File: src/rtl/wb_arbiter.sv
// Writeback arbiter: merges load-unit and ALU results onto the single regfile write port,
// with an ALU starvation guard and forwarding of the in-flight write to rs1/rs2 readers.
module wb_arbiter #(
    parameter int unsigned STARVE_MAX = 4
) (
    input  logic        clk,
    input  logic        rst_n,
    input  logic        wb_stall,
    input  logic        mem_valid,
    output logic        mem_ready,
    input  logic [4:0]  mem_rd,
    input  logic [31:0] mem_data,
    input  logic        alu_valid,
    output logic        alu_ready,
    input  logic [4:0]  alu_rd,
    input  logic [31:0] alu_data,
    output logic        wr_en,
    output logic [4:0]  rd,
    output logic [31:0] wdata,
    input  logic [4:0]  rs1,
    input  logic [4:0]  rs2,
    output logic        fwd1_hit,
    output logic [31:0] fwd1_data,
    output logic        fwd2_hit,
    output logic [31:0] fwd2_data
);

    localparam int unsigned RW = 5;
    localparam int unsigned DW = 32;
    localparam int unsigned CW = (STARVE_MAX < 1) ? 1 : $clog2(STARVE_MAX + 1);

    logic [CW-1:0] starve_q, starve_d;
    logic          wr_en_q, wr_en_d;
    logic [RW-1:0] rd_q, rd_d;
    logic [DW-1:0] wdata_q, wdata_d;

    logic          force_alu;
    logic          grant_mem, grant_alu;

    // Grant selection: mem wins ties unless the ALU has waited STARVE_MAX cycles.
    always_comb begin
        force_alu = (starve_q == CW'(STARVE_MAX));
        grant_mem = 1'b0;
        grant_alu = 1'b0;
        if (!wb_stall) begin
            grant_mem = mem_valid && !(alu_valid && force_alu);
            grant_alu = alu_valid && !(mem_valid && !force_alu);
        end
    end

    assign mem_ready = grant_mem;
    assign alu_ready = grant_alu;

    // Next-state: output stage and saturating starvation counter.
    always_comb begin
        starve_d = '0;
        wr_en_d  = 1'b0;
        rd_d     = rd_q;
        wdata_d  = wdata_q;

        if (grant_mem) begin
            rd_d    = mem_rd;
            wdata_d = mem_data;
            wr_en_d = (mem_rd != '0);
        end else if (grant_alu) begin
            rd_d    = alu_rd;
            wdata_d = alu_data;
            wr_en_d = (alu_rd != '0);
        end

        // Stalled cycles with a pending ALU result count as waiting.
        if (alu_valid && !grant_alu) begin
            starve_d = force_alu ? starve_q : starve_q + CW'(1);
        end
    end

    always_ff @(posedge clk or negedge rst_n) begin
        if (!rst_n) begin
            starve_q <= '0;
            wr_en_q  <= 1'b0;
            rd_q     <= '0;
            wdata_q  <= '0;
        end else begin
            starve_q <= starve_d;
            wr_en_q  <= wr_en_d;
            rd_q     <= rd_d;
            wdata_q  <= wdata_d;
        end
    end

    assign wr_en = wr_en_q;
    assign rd    = rd_q;
    assign wdata = wdata_q;

    // Bypass the write that the regfile has not yet absorbed; x0 never forwards.
    always_comb begin
        fwd1_hit  = wr_en_q && (rd_q == rs1) && (rs1 != '0);
        fwd2_hit  = wr_en_q && (rd_q == rs2) && (rs2 != '0);
        fwd1_data = fwd1_hit ? wdata_q : '0;
        fwd2_data = fwd2_hit ? wdata_q : '0;
    end

endmodule
File: config.mk
export PLATFORM = sky130hd
export DESIGN_NAME = wb_arbiter
export DESIGN_NICKNAME = d
export VERILOG_FILES = /design/src/rtl/wb_arbiter.sv
export SDC_FILE = /design/constraint.sdc
export NUM_CORES = 1
export LEC_CHECK = 0
export BUFFER_PORTS_ARGS = -buffer_cell sky130_fd_sc_hd__buf_2
export CORE_MARGIN = 3
export CORE_UTILIZATION = 46
export DETAILED_ROUTE_END_ITERATION = 8
export PLACE_DENSITY = 0.95
export SLEW_MARGIN = 0
export SYNTH_ARGS = -nofsm -noshare
export SYNTH_HDL_FRONTEND = slang
export SYNTH_SLANG_ARGS = --single-unit
File: constraint.sdc
create_clock -name clk -period 3.86 [get_ports clk]
set_clock_uncertainty 0.2 [all_clocks]
set_input_delay 0.386 -clock clk [delete_from_list [all_inputs] [get_ports clk]]
set_output_delay 0.386 -clock clk [all_outputs]
set_load 0.05 [all_outputs]
# Word-level counts from Yosys, hierarchy flattened
# Cells that the tools add are included.
totals:
  in_bits: 89
  reg_bits: 41
  out_inout_bits: 106
op_classes:
  n_mux: 12
  eq_ne: 4
  n_addsub: 1
  n_reduce_logical: 18
ops:
  columns: ["operator", "n"]
  rows:
  - ["2-to-1 mux 32 bit", 4]
  - ["nonzero test 5 bit", 4]
  - ["== test 5 bit", 2]
  - ["2-to-1 mux 5 bit", 2]
  - ["logical AND 1 bit", 9]
  - ["2-to-1 mux 3 bit", 2]
  - ["logical NOT 1 bit", 4]
  - ["2-to-1 mux 1 bit", 4]
  - ["adder 3 x 1 -> 3 bit (second input constant)", 1]
  - ["== test 3 bit (second input constant)", 1]
  - ["inequality test 2 bit (second input constant)", 1]
  - ["nonzero test 2 bit", 1]

# Longest topological paths before layout
depth:
  word_depth: 9
  ltp_mapped: 7
  depth_no_buf: 5

# Worst setup path before layout
# OpenSTA, ideal clock, no wires.
synth_path:
  kind: "flip-flop to output port"
  startpoint: "reg rd_q[1], in the netlist rd[1]"
  endpoint: "out fwd1_data[10]"
  stages_incl_launch_ff: 5
  required_time_ns: 3.274
  path_slack_ns: 0.321
  t_arrival_ns: 2.953
  cell_sequence: "dfrtp_1 > xnor2_1 > o211ai_1 > clkbuf_1 > nor4b_1"
synth_between:
  elab_chain_len: 4
synth_lines:
  columns: ["element", "line", "text"]
  rows:
  - ["from (decl)", "34", "logic [RW-1:0] rd_q, rd_d;"]
  - ["from (signal assigned)", "86", "rd_q <= rd_d;"]
  - ["== test 5 bit", "97", "fwd1_hit = wr_en_q && (rd_q == rs1) && (rs1 != '0);"]
  - ["logical AND 1 bit (2 in a row)", "97", null]
  - ["2-to-1 mux 32 bit", "99", "fwd1_data = fwd1_hit ? wdata_q : '0;"]
  - ["to (decl)", "23", "output logic [31:0] fwd1_data,"]
# No other way between the ends.

# Worst setup path after layout
layout_path:
  startpoint: "reg rd_q[0], in the netlist rd[0]"
  endpoint: "out fwd2_data[0]"
layout_between:
  elab_chain_len: 4
layout_lines:
  columns: ["element", "line", "text"]
  rows:
  - ["== test 5 bit", "98", "fwd2_hit = wr_en_q && (rd_q == rs2) && (rs2 != '0);"]
  - ["logical AND 1 bit (2 in a row)", "98", null]
  - ["2-to-1 mux 32 bit", "100", "fwd2_data = fwd2_hit ? wdata_q : '0;"]
  - ["to (decl)", "25", "output logic [31:0] fwd2_data"]
# No other way between the ends.

==> impl_metrics.csv <==
group,metric,value,unit
cells_and_area,nets,594,
route,first_iter_violations,312,
grt,antenna_found_initial,0,
timing,fmax,0.319,GHz
grt,grt_pass1_wl,16800,um
synth,synthTopCellsByArea,"dfrtp_1 (34%), nor4b_1 (19%), nand4b_1 (10%)",
critical_path,cp.arrival,2.54,ns
critical_path,crit_type,"reg2out",
synth,syn-num-nets,428,
clock_tree,cts-htree-levels,2,
clock_tree,cts_tree,"built",
route,vias_per_cell,6.07,
synth,synth_cell_type_count,30,
timing,setup_viol,0,
place,gp_congestion,0.845,
die,io_pins,195,
synth,syn_area_per_cell,8.88,sq um
critical_path,worstPathCellList,"or4_4, a21oi_4, nor4b_1, buf_2",
synth,synth_warnings,0,
grt,overflow,0,
pwr,p_leak,1.85,nW
synth,synth_xor_area_share,2.34,%
critical_path,path_max_fanout,33,
route,ant_nets,0,
clock_tree,cts_sinks,41,
route,wl_per_cell,18.7,um
critical_path,max_stage_delay,0.76,ns
critical_path,r2r_cells,6,
clock_tree,hold_buffers,0,
synth,yosysMostFrequentCell,"nand2_1",
die,start_util,49.1,%
place,dpl.hpwl,7450,um
timing,hold_viol,0,
job,drv_cap,0,
timing,max_slew_margin,24.0,%
timing,tightestPinTransition,1.13,ns
pwr,ir_worst_vdd,0.221,mV
timing,rsz0062_at_grt,"false",
synth,synth_top_area_share,34.3,%
synth,synth-simple-area-share,42.2,%
pwr,power,1.47,mW
pwr,powerDensity,369,nW/um^2
route,remaining_drc_errors,0,
timing,final_max_slew_viol_count,0,
synth,synth_area_leader_cell,"dfrtp_1",
synth,synth_edf_count,0,
route,drt_wl_total,10800,um
timing,fin_crit_sh,81.1,%
cells_and_area,utilization,65.4,%
synth,synth_top_family_by_area,"simple AND/OR/NAND/NOR gates",
synth,async_flop_share,100,%
route,first_pass_iters,7,
die,coreArea,6100,sq um
synth,synthAdderAreaFrac,0.836,%
clock_tree,clk_latency,0.29,ns
synth,synth_common_cells,"nand2_1 (71), nor4b_1 (64), dfrtp_1 (41), nand4b_1 (34), o211ai_1 (34)",
synth,synth_compound_area_share,12.8,%
clock_tree,cts_buffer_depth,2,
synth,syn_area,2990,sq um
die,dieArea,7510,sq um
clock_tree,clk_pin_slew,0.07,ns
cells_and_area,synthToLayoutAreaGrowth,33.3,%
synth,ys.flop_type,"dfrtp_1",
min_path,min_path_type,"in2async",
clock_tree,cts.repair.resized,0,
synth,ys_ff_latch,41,
timing,tns,0,ns
synth,yosysSeqAreaShare,34.3,%
die,die_h,86.6,um
grt,grt_max_degree,42,
critical_path,crit_required,3.27,ns
synth,synth_mux_area_share,0,%
critical_path,cp-end-kind,"primary output",
grt,grt_pass1_vias,3368,
timing,min_period,3.13,ns
timing,whs,0.0427,ns
synth,syn_inst,337,
critical_path,crit_slowest_cell,"a21oi_4",
critical_path,cp-start-kind,"flip-flop",
clock_tree,cts_setup_buffers,0,
route,vias,3514,
die,die_w,86.6,um
cells_and_area,diodes,0,
clock_tree,cts_buffers,5,
status,status,"completed",
clock_tree,root_buffer,"clkbuf_8",
cells_and_area,drive_above_1_share,42.3,%
die,row_count,28,
grt,track_usage,28.1,%
place,port_buffers,194,
==> placed cells by master, fill, tap and decap left out, drive strengths merged, types with 2 or more instances in the layout <==
cell    instances
nand2          71
a21oi           3
clkbuf          6
nand2b          2
ha              2
and2            5
nand4           2
nand3           4
a221o           3
inv             5
nor3            5
nor2            3
clkinv          2
o211ai         34
nand4b         34
xnor2           8
dfrtp          41
o21ai           3
nor4b          64
buf           200
==> stage by stage <==
| stage | worst slack [ns] | instances | instance area [sq um] |
|---|---|---|---|
| floorplan | 0.321 | 337 | 2990 |
| global route | 0.576 | 579 | 3990 |
| CTS | 0.732 | 579 | 3990 |
| finish | 0.730 | 579 | 3990 |
| global placement | 1.13 | 571 | 3910 |
| detailed placement | 1.06 | 571 | 3910 |
==> layout make-up <==
cell class | instances | area, sq um
Timing Repair Buffer | 200 | 1020
Fill cell | 524 | 2110
Clock buffer | 6 | 72.6
Tap cell | 75 | 93.8
Sequential cell | 41 | 1030
Multi-Input combinational cell | 250 | 1750
Inverter | 5 | 18.8
Clock inverter | 2 | 10.0
==> flip-flops by register name (all words and copies together) (netlist names) <==
register,flops
rd,5
wr_en,1
wdata,32
starve_q,3
==> critical path, delay by kind of cell (launching register included) <==
kind	cells	cell delay [ns]
AND/OR/NAND/NOR	2	0.76
AO/OA/AOI/OAI	1	0.76
flip-flops	1	0.45
buffers and inverters	1	0.27
==> per-layer routing <==
layer / vias up / part of all wire [%] / wire length, um / track usage (%)
met2: 210 / 51 / 5570 / 48.8
met4: 0 / 0.88 / 95 / 8.07
met3: 10 / 9.4 / 1020 / 5.04
li1: 1609 / - / - / -
met5: - / 0 / 0 / 0
met1: 1685 / 38 / 4150 / 35.6
==> kinds of logic after synthesis <==
family                     count (synthesis)
DFF                                       41
buffers and inverters                     46
xor gates and xnor gates                   8
and+or+nand+nor                          192
AOI/OAI and AO/OA                         48
adders and majority gates                  2
==> power breakdown <==
| part | switching (mW) | internal (mW) | total [mW] | leakage (nW) |
|---|---|---|---|---|
| registers | 0.0664 | 0.488 | 0.554 | 0.493 |
| clock network | 0.142 | 0.125 | 0.267 | 0.0450 |
| logic | 0.464 | 0.184 | 0.648 | 1.31 |
| total | 0.672 | 0.797 | 1.47 | 1.85 |
==> path summary, 6_finish.rpt <==
path                                   start  slack [ns]            to
worst max-delay path                   rd[0]        0.73  fwd2_data[0]
worst min-delay path                   rst_n        0.04         rd[3]
worst max register to register   starve_q[0]        1.48     wdata[21]
worst min register to register     wdata[22]        0.36     wdata[22]
max in group asynchronous              rst_n        2.83     wdata[25]
min in group clk                alu_data[16]        0.15     wdata[16]
No activity file was read; power rests on OpenSTA's default activity.
